$ cat config.mk
export PLATFORM = sky130hd
export DESIGN_NAME = circle_hit_counter
export DESIGN_NICKNAME = d
export VERILOG_FILES = /design/src/rtl/circle_hit_counter.sv
export SDC_FILE = /design/constraint.sdc
export NUM_CORES = 2
export LEC_CHECK = 0
export CORE_ASPECT_RATIO = 0.6
export CORE_MARGIN = 2
export CORE_UTILIZATION = 70
export DETAILED_ROUTE_END_ITERATION = 8
export GPL_TIMING_DRIVEN = 0
export MAX_ROUTING_LAYER = met4
export PLACE_DENSITY = 0.89
export SLEW_MARGIN = 40
export SYNTH_ARGS = -nofsm -noshare
export SYNTH_HDL_FRONTEND = slang
export SYNTH_SLANG_ARGS = --single-unit
$ cat constraint.sdc
create_clock -name clk -period 8.4 [get_ports clk]
set_input_delay 2.1 -clock clk [delete_from_list [all_inputs] [get_ports clk]]
set_output_delay 2.1 -clock clk [all_outputs]
set_load 0.005 [all_outputs]
$ cat src/rtl/circle_hit_counter.sv
// circle_hit_counter
//   Batch-controlled, multi-lane quarter-circle hit counter for the Monte
//   Carlo pi estimator. Each accepted beat carries LANES unsigned (x, y)
//   points; a point hits when x^2 + y^2 <= (2^WIDTH-1)^2. Hits and samples
//   are accumulated (saturating) over a batch of num_beats beats.
//
// Ports:
//   clk          rising-edge clock
//   resetn       asynchronous active-low reset
//   start        begin a batch (honoured in IDLE only)
//   abort        end a batch early (honoured in RUN and DRAIN)
//   num_beats    batch length in beats, sampled on an accepted start
//   in_valid     x/y beat valid
//   in_ready     beat accepted when in_valid & in_ready (high in RUN)
//   x, y         lane i at bits [i*WIDTH +: WIDTH]
//   busy         high in RUN or DRAIN
//   done         one-cycle pulse on normal batch completion
//   hit_count    saturating count of points inside the circle
//   sample_count saturating count of evaluated points
//   saturated    sticky flag, set when either count clips
module circle_hit_counter #(
  parameter int unsigned WIDTH       = 16,
  parameter int unsigned LANES       = 4,
  parameter int unsigned COUNT_WIDTH = 32
) (
  input  logic                     clk,
  input  logic                     resetn,
  input  logic                     start,
  input  logic                     abort,
  input  logic [COUNT_WIDTH-1:0]   num_beats,
  input  logic                     in_valid,
  output logic                     in_ready,
  input  logic [LANES*WIDTH-1:0]   x,
  input  logic [LANES*WIDTH-1:0]   y,
  output logic                     busy,
  output logic                     done,
  output logic [COUNT_WIDTH-1:0]   hit_count,
  output logic [COUNT_WIDTH-1:0]   sample_count,
  output logic                     saturated
);

  localparam logic [1:0] S_IDLE  = 2'd0;
  localparam logic [1:0] S_RUN   = 2'd1;
  localparam logic [1:0] S_DRAIN = 2'd2;
  localparam logic [1:0] S_DONE  = 2'd3;

  localparam int unsigned PC_W  = $clog2(LANES + 1);
  // Headroom so that count + LANES (LANES <= 16) never wraps before clamping.
  localparam int unsigned SUM_W = COUNT_WIDTH + 5;

  localparam logic [2*WIDTH-1:0] RMAX_EXT = {{WIDTH{1'b0}}, {WIDTH{1'b1}}};
  localparam logic [2*WIDTH-1:0] LIMIT    = RMAX_EXT * RMAX_EXT;

  logic [1:0]             state;
  logic [1:0]             state_nxt;
  logic [COUNT_WIDTH-1:0] num_beats_q;
  logic [COUNT_WIDTH-1:0] beats_accepted;

  logic                   s1_valid;
  logic                   s2_valid;
  logic [2*WIDTH-1:0]     sq_x [LANES];
  logic [2*WIDTH-1:0]     sq_y [LANES];
  logic [LANES-1:0]       hit_vec;
  logic [LANES-1:0]       hit_nxt;
  logic [PC_W-1:0]        hit_pop;

  logic                   kill;
  logic                   accept;
  logic                   start_ok;
  logic                   last_beat;

  logic [SUM_W-1:0]       hit_sum;
  logic [SUM_W-1:0]       smp_sum;
  logic                   hit_clip;
  logic                   smp_clip;

  assign in_ready  = (state == S_RUN);
  assign busy      = (state == S_RUN) || (state == S_DRAIN);
  assign done      = (state == S_DONE);

  // abort wins over a same-cycle accept; that beat never enters the pipe.
  assign kill      = abort & busy;
  assign accept    = in_valid & in_ready & ~abort;
  assign start_ok  = start & (state == S_IDLE);
  assign last_beat = accept & (beats_accepted == (num_beats_q - 1'b1));

  always_comb begin
    state_nxt = state;
    case (state)
      S_IDLE:  if (start) state_nxt = (num_beats != '0) ? S_RUN : S_DONE;
      S_RUN: begin
        if (abort)          state_nxt = S_IDLE;
        else if (last_beat) state_nxt = S_DRAIN;
      end
      S_DRAIN: begin
        if (abort)                      state_nxt = S_IDLE;
        else if (!s1_valid && !s2_valid) state_nxt = S_DONE;
      end
      default: state_nxt = S_IDLE;
    endcase
  end

  always_comb begin
    hit_nxt = '0;
    for (int unsigned i = 0; i < LANES; i++) begin
      hit_nxt[i] = ({1'b0, sq_x[i]} + {1'b0, sq_y[i]}) <= {1'b0, LIMIT};
    end
  end

  always_comb begin
    hit_pop = '0;
    for (int unsigned i = 0; i < LANES; i++) begin
      hit_pop = hit_pop + PC_W'(hit_vec[i]);
    end
  end

  assign hit_sum  = SUM_W'(hit_count) + SUM_W'(hit_pop);
  assign smp_sum  = SUM_W'(sample_count) + SUM_W'(LANES);
  assign hit_clip = |hit_sum[SUM_W-1:COUNT_WIDTH];
  assign smp_clip = |smp_sum[SUM_W-1:COUNT_WIDTH];

  always_ff @(posedge clk or negedge resetn) begin
    if (!resetn) begin
      state          <= S_IDLE;
      num_beats_q    <= '0;
      beats_accepted <= '0;
    end else begin
      state <= state_nxt;
      if (start_ok) begin
        num_beats_q    <= num_beats;
        beats_accepted <= '0;
      end else if (accept) begin
        beats_accepted <= beats_accepted + 1'b1;
      end
    end
  end

  // Stage 1: squares of each lane.
  always_ff @(posedge clk or negedge resetn) begin
    if (!resetn) begin
      s1_valid <= 1'b0;
      for (int unsigned i = 0; i < LANES; i++) begin
        sq_x[i] <= '0;
        sq_y[i] <= '0;
      end
    end else begin
      s1_valid <= accept;
      if (accept) begin
        for (int unsigned i = 0; i < LANES; i++) begin
          sq_x[i] <= {{WIDTH{1'b0}}, x[i*WIDTH +: WIDTH]} * {{WIDTH{1'b0}}, x[i*WIDTH +: WIDTH]};
          sq_y[i] <= {{WIDTH{1'b0}}, y[i*WIDTH +: WIDTH]} * {{WIDTH{1'b0}}, y[i*WIDTH +: WIDTH]};
        end
      end
    end
  end

  // Stage 2: per-lane hit vector.
  always_ff @(posedge clk or negedge resetn) begin
    if (!resetn) begin
      s2_valid <= 1'b0;
      hit_vec  <= '0;
    end else begin
      s2_valid <= s1_valid & ~kill;
      if (s1_valid) hit_vec <= hit_nxt;
    end
  end

  // Stage 3: saturating accumulation. A beat still in flight when abort is
  // taken is discarded, so the counters skip the update on that edge too.
  always_ff @(posedge clk or negedge resetn) begin
    if (!resetn) begin
      hit_count    <= '0;
      sample_count <= '0;
      saturated    <= 1'b0;
    end else if (start_ok) begin
      hit_count    <= '0;
      sample_count <= '0;
      if (num_beats != '0) saturated <= 1'b0;
    end else if (s2_valid && !kill) begin
      hit_count    <= hit_clip ? '1 : hit_sum[COUNT_WIDTH-1:0];
      sample_count <= smp_clip ? '1 : smp_sum[COUNT_WIDTH-1:0];
      if (hit_clip || smp_clip) saturated <= 1'b1;
    end
  end

endmodule

==> run summary <==
- status: complete, no violations
- Die Span X: 442.5 um
- CTS tree: done
- Cells after Synth: 9321
- startpoint-to-endpoint class of the critical path: primary input to flop
- worst reg2reg endpoint: sq_x[8]$_DFFE_PN0P_
- critical path's top delay family: adder cells
- share of final-layout standard cells stronger than drive strength 1: 5.878%
- Residual DRC: 0
- synthesis warning total: 0
- cell types occupying the most area after synthesis: fa_1 (32%), ha_1 (15%), dfrtp_1 (12%)
- worst hold start: sq_y[25]$_DFFE_PN0P_
- gr usage total: 43.12%
- count of TritonRoute iterations in the first routing pass: 8
- HPWL after DPL: 201.4 mm
- setup repair after global routing missed its margin: yes
- detail-routed net length per standard cell: 22.00 um
- path category of the worst min-delay check: flop to flop
- largest clock skew in the final design: 0.02965 ns
- standard cell with the maximum stage delay on the critical path: fa_1
- maximum frequency from static timing analysis: 120.2 MHz
- combined buffer and inverter count along the critical path: 9
- DRC violation total after the first TritonRoute iteration: 7687
- global-route wire length before repair: 386.5 mm
- number of library cell types mapped by synthesis: 87
- worst hold path depth: 2
- IO Port Bufs: 219
- Tmin final: 8.321 ns
- combined area of all synthesized cells: 80750 um2
- ports placed on the boundary: 233
- Worst Hold End: sq_y[25]$_DFFE_PN0P_
- Mapped Avg Cell Area: 8.663 um2
- number of cells after detailed placement: 11066
- CTS Sinks: 384
- count of hold-fix buffers inserted at cts: 0
- count of placed standard cells in the final layout, fillers left out: 11177
- largest net degree at the start of global routing: 78
- final count of negative-setup-slack endpoints: 0
- transition time at the pin with the least slew margin: 0.8614 ns
- net count reported at finish: 12035
- CP Max Fanout: 10
- cell chosen for the clock root: clkbuf_16
- reg2reg path depth: 11
- worst rel slew slack: 42.13%
- clock buffers created by TritonCTS: 37
- nets in the synthesized netlist: 11734
- prevailing post-synth register cell: dfrtp_1
- Max-Cap Viols: 0
- Pins Over Slew Limit: 0
- Final period util: 99.07%
- total number of placement rows: 96
- DR vias/cell: 6.129
- insertion delay to the later sink of the worst-skew pair: 0.58 ns
- clock transition at the register clock pins on the worst setup and hold paths after CTS: 0.07 ns
- startpoint of the worst-slack reg-to-reg timing path: state[1]$_DFFE_PN0P_
- clock tree buffer depth: 3
- deepest level of the CTS H-tree: 2
- detailed-route wire length: 245.9 mm
- routability congestion estimate: 1.075
- R2R Setup Slk: 4.12 ns
- Final ANT Viol Nets: 0
- Layout area overhead: 9.336%
- Layout Utilization: 77.21%
- total number of vias: 68505
- Overflow after GRT: 0
- CP Data Arrival Time: 8.76 ns
- Die Span Y: 267.1 um
- Hold Violations, Final: 0
- Worst setup EP type: flop
- vias in the first global route: 70282
- Async SR Flop Fraction: 100.0%
- number of enable-type register cells in the synthesized netlist: 0
- Core Region: 114400 um2
- post-synthesis sequential area ratio: 11.90%
- number of antenna violations at the first check in global routing: 11
- top cell type's share of synthesized area: 32.25%
- Synth area leader: fa_1
- kind of start point of the critical path: primary input
- delay of the slowest cell on the worst path: 0.53 ns
- floorplan die area: 118200 um2
- post-synthesis sequential element count: 384
- Initial Utilization: 70.61%
- Post-Route Setup TNS: 0 ns
- Crit path required time: 8.84 ns
## cell families after synthesis
family                     after synthesis  share of synthesized area [%]
DFF                                    384                          11.90
AOI/OAI and AO/OA                     1367                          10.68
and+or+nand+nor                       2526                          14.60
adders and majority gates             2248                          46.93
buffers and inverters                 2351                          10.95
muxes                                   38                         0.5284
xor gates and xnor gates               407                          4.415
## worst register-to-register path, stage by stage (launching register included)
cell,delay [ns]
dfrtp_1,0.42
inv_1,0.09
ha_1,0.27
nor2b_1,0.19
nand2_1,0.30
clkbuf_2,0.58
clkbuf_1,0.61
clkbuf_1,0.44
buf_6,0.22
clkbuf_1,0.57
nand2_1,0.32
o21ai_0,0.19
## state kept, by name, indices dropped and copies added (netlist names)
signal / count
beats_accepted: 32
hit_count: 32
hit_vec: 4
num_beats_q: 32
s1_valid: 1
s2_valid: 1
sample_count: 31
saturated: 1
sq_x: 124
sq_y: 124
state: 2
## what timing repair did
action                                 CTS  global route
setup endpoints to repair              104            69
setup buffers                           18            19
pin swaps                               34            60
endpoints found under the hold margin    0             0
resized for setup                      467           365
## layer usage
layer | wire length, um | vias up | global-route usage, %
li1 | - | 29888 | -
met1 | 97900 | 33691 | 59.48
met3 | 34530 | 652 | 12.91
met4 | 8422 | 0 | 11.90
met2 | 105000 | 4274 | 62.15
met5 | 0 | - | -
## through the flow
stage | hold slack, ns | instance area, um2 | setup WS (ns)
global route | 0.5181 | 88280 | -0.1133
global placement | 0.4658 | 84840 | -11.54
CTS | 0.4928 | 87380 | 0.00002220
detailed placement | 0.4767 | 85070 | -2.139
floorplan | 0.4428 | 80750 | 0.04273
finish | 0.4887 | 88290 | 0.07853
## synthesized netlist by cell type, types with 39 or more instances
cell / count
inv_1: 2054
fa_1: 1301
nand2_1: 1179
ha_1: 947
nor2_1: 392
dfrtp_1: 384
o21ai_0: 365
a21oi_1: 360
and2_1: 342
clkbuf_1: 279
xnor2_1: 233
a21o_1: 199
xor2_1: 174
nand3_1: 110
nor3_1: 97
and3_1: 62
nand4_1: 61
a31oi_1: 59
nor2b_1: 57
o21bai_1: 57
nand2b_1: 48
a211oi_1: 45
o21a_1: 39
## how the worst max path moves through the flow
| stage | from | end | slack [ns] | depth (start not counted) |
|---|---|---|---|---|
| 3_5_place_dp | y[20] | sq_y[92]$_DFFE_PN0P_ | -2.14 | 27 |
| 4_1_cts | x[24] | sq_x[83]$_DFFE_PN0P_ | 0.00002 | 26 |
| 5_1_grt | y[35] | sq_y[63]$_DFFE_PN0P_ | -0.11 | 29 |
| 3_3_place_gp | resetn | sq_x[25]$_DFFE_PN0P_ | -11.54 | 1 |
| 6_report | y[17] | sq_y[90]$_DFFE_PN0P_ | 0.08 | 27 |
| 2_1_floorplan | y[49] | sq_y[30]$_DFFE_PN0P_ | 0.04 | 24 |
## cell usage in the layout, fill, tap and decap left out, types with 38 or more instances in the layout
cell type,synthesis,final
buf_4,2,57
xor2_1,174,161
xnor2_1,233,222
clkbuf_8,0,42
and3_1,62,62
a21o_1,199,198
a211oi_1,45,39
and2_1,342,338
o21a_1,39,39
clkdlybuf4s50_1,0,119
nand2b_1,48,48
clkbuf_2,0,77
ha_1,947,933
nand2_1,1179,1175
nor2b_1,57,57
clkbuf_1,279,124
nand3_1,110,108
nor2_1,392,381
a31oi_1,59,52
o21bai_1,57,56
o21ai_0,365,349
dfrtp_1,384,384
inv_1,2054,2045
clkbuf_16,0,38
nor3_1,97,90
nand4_1,61,61
a21oi_1,360,341
fa_1,1301,1294
## layout make-up
class | count | area, um2
flip-flops and latches | 384 | 9609
clock buffers | 50 | 1036
repair buffers | 264 | 2550
diodes | 12 | 30.03
multi-input cells | 6586 | 63300
clock inverters | 13 | 181.4
well taps | 1519 | 1901
fillers | 7648 | 26060
inverters | 2057 | 7749
plain buffers | 292 | 1933
Power is left out: the tool's default activity adds up to more than one toggle a clock period on the data nets, which glitch-free logic cannot reach.
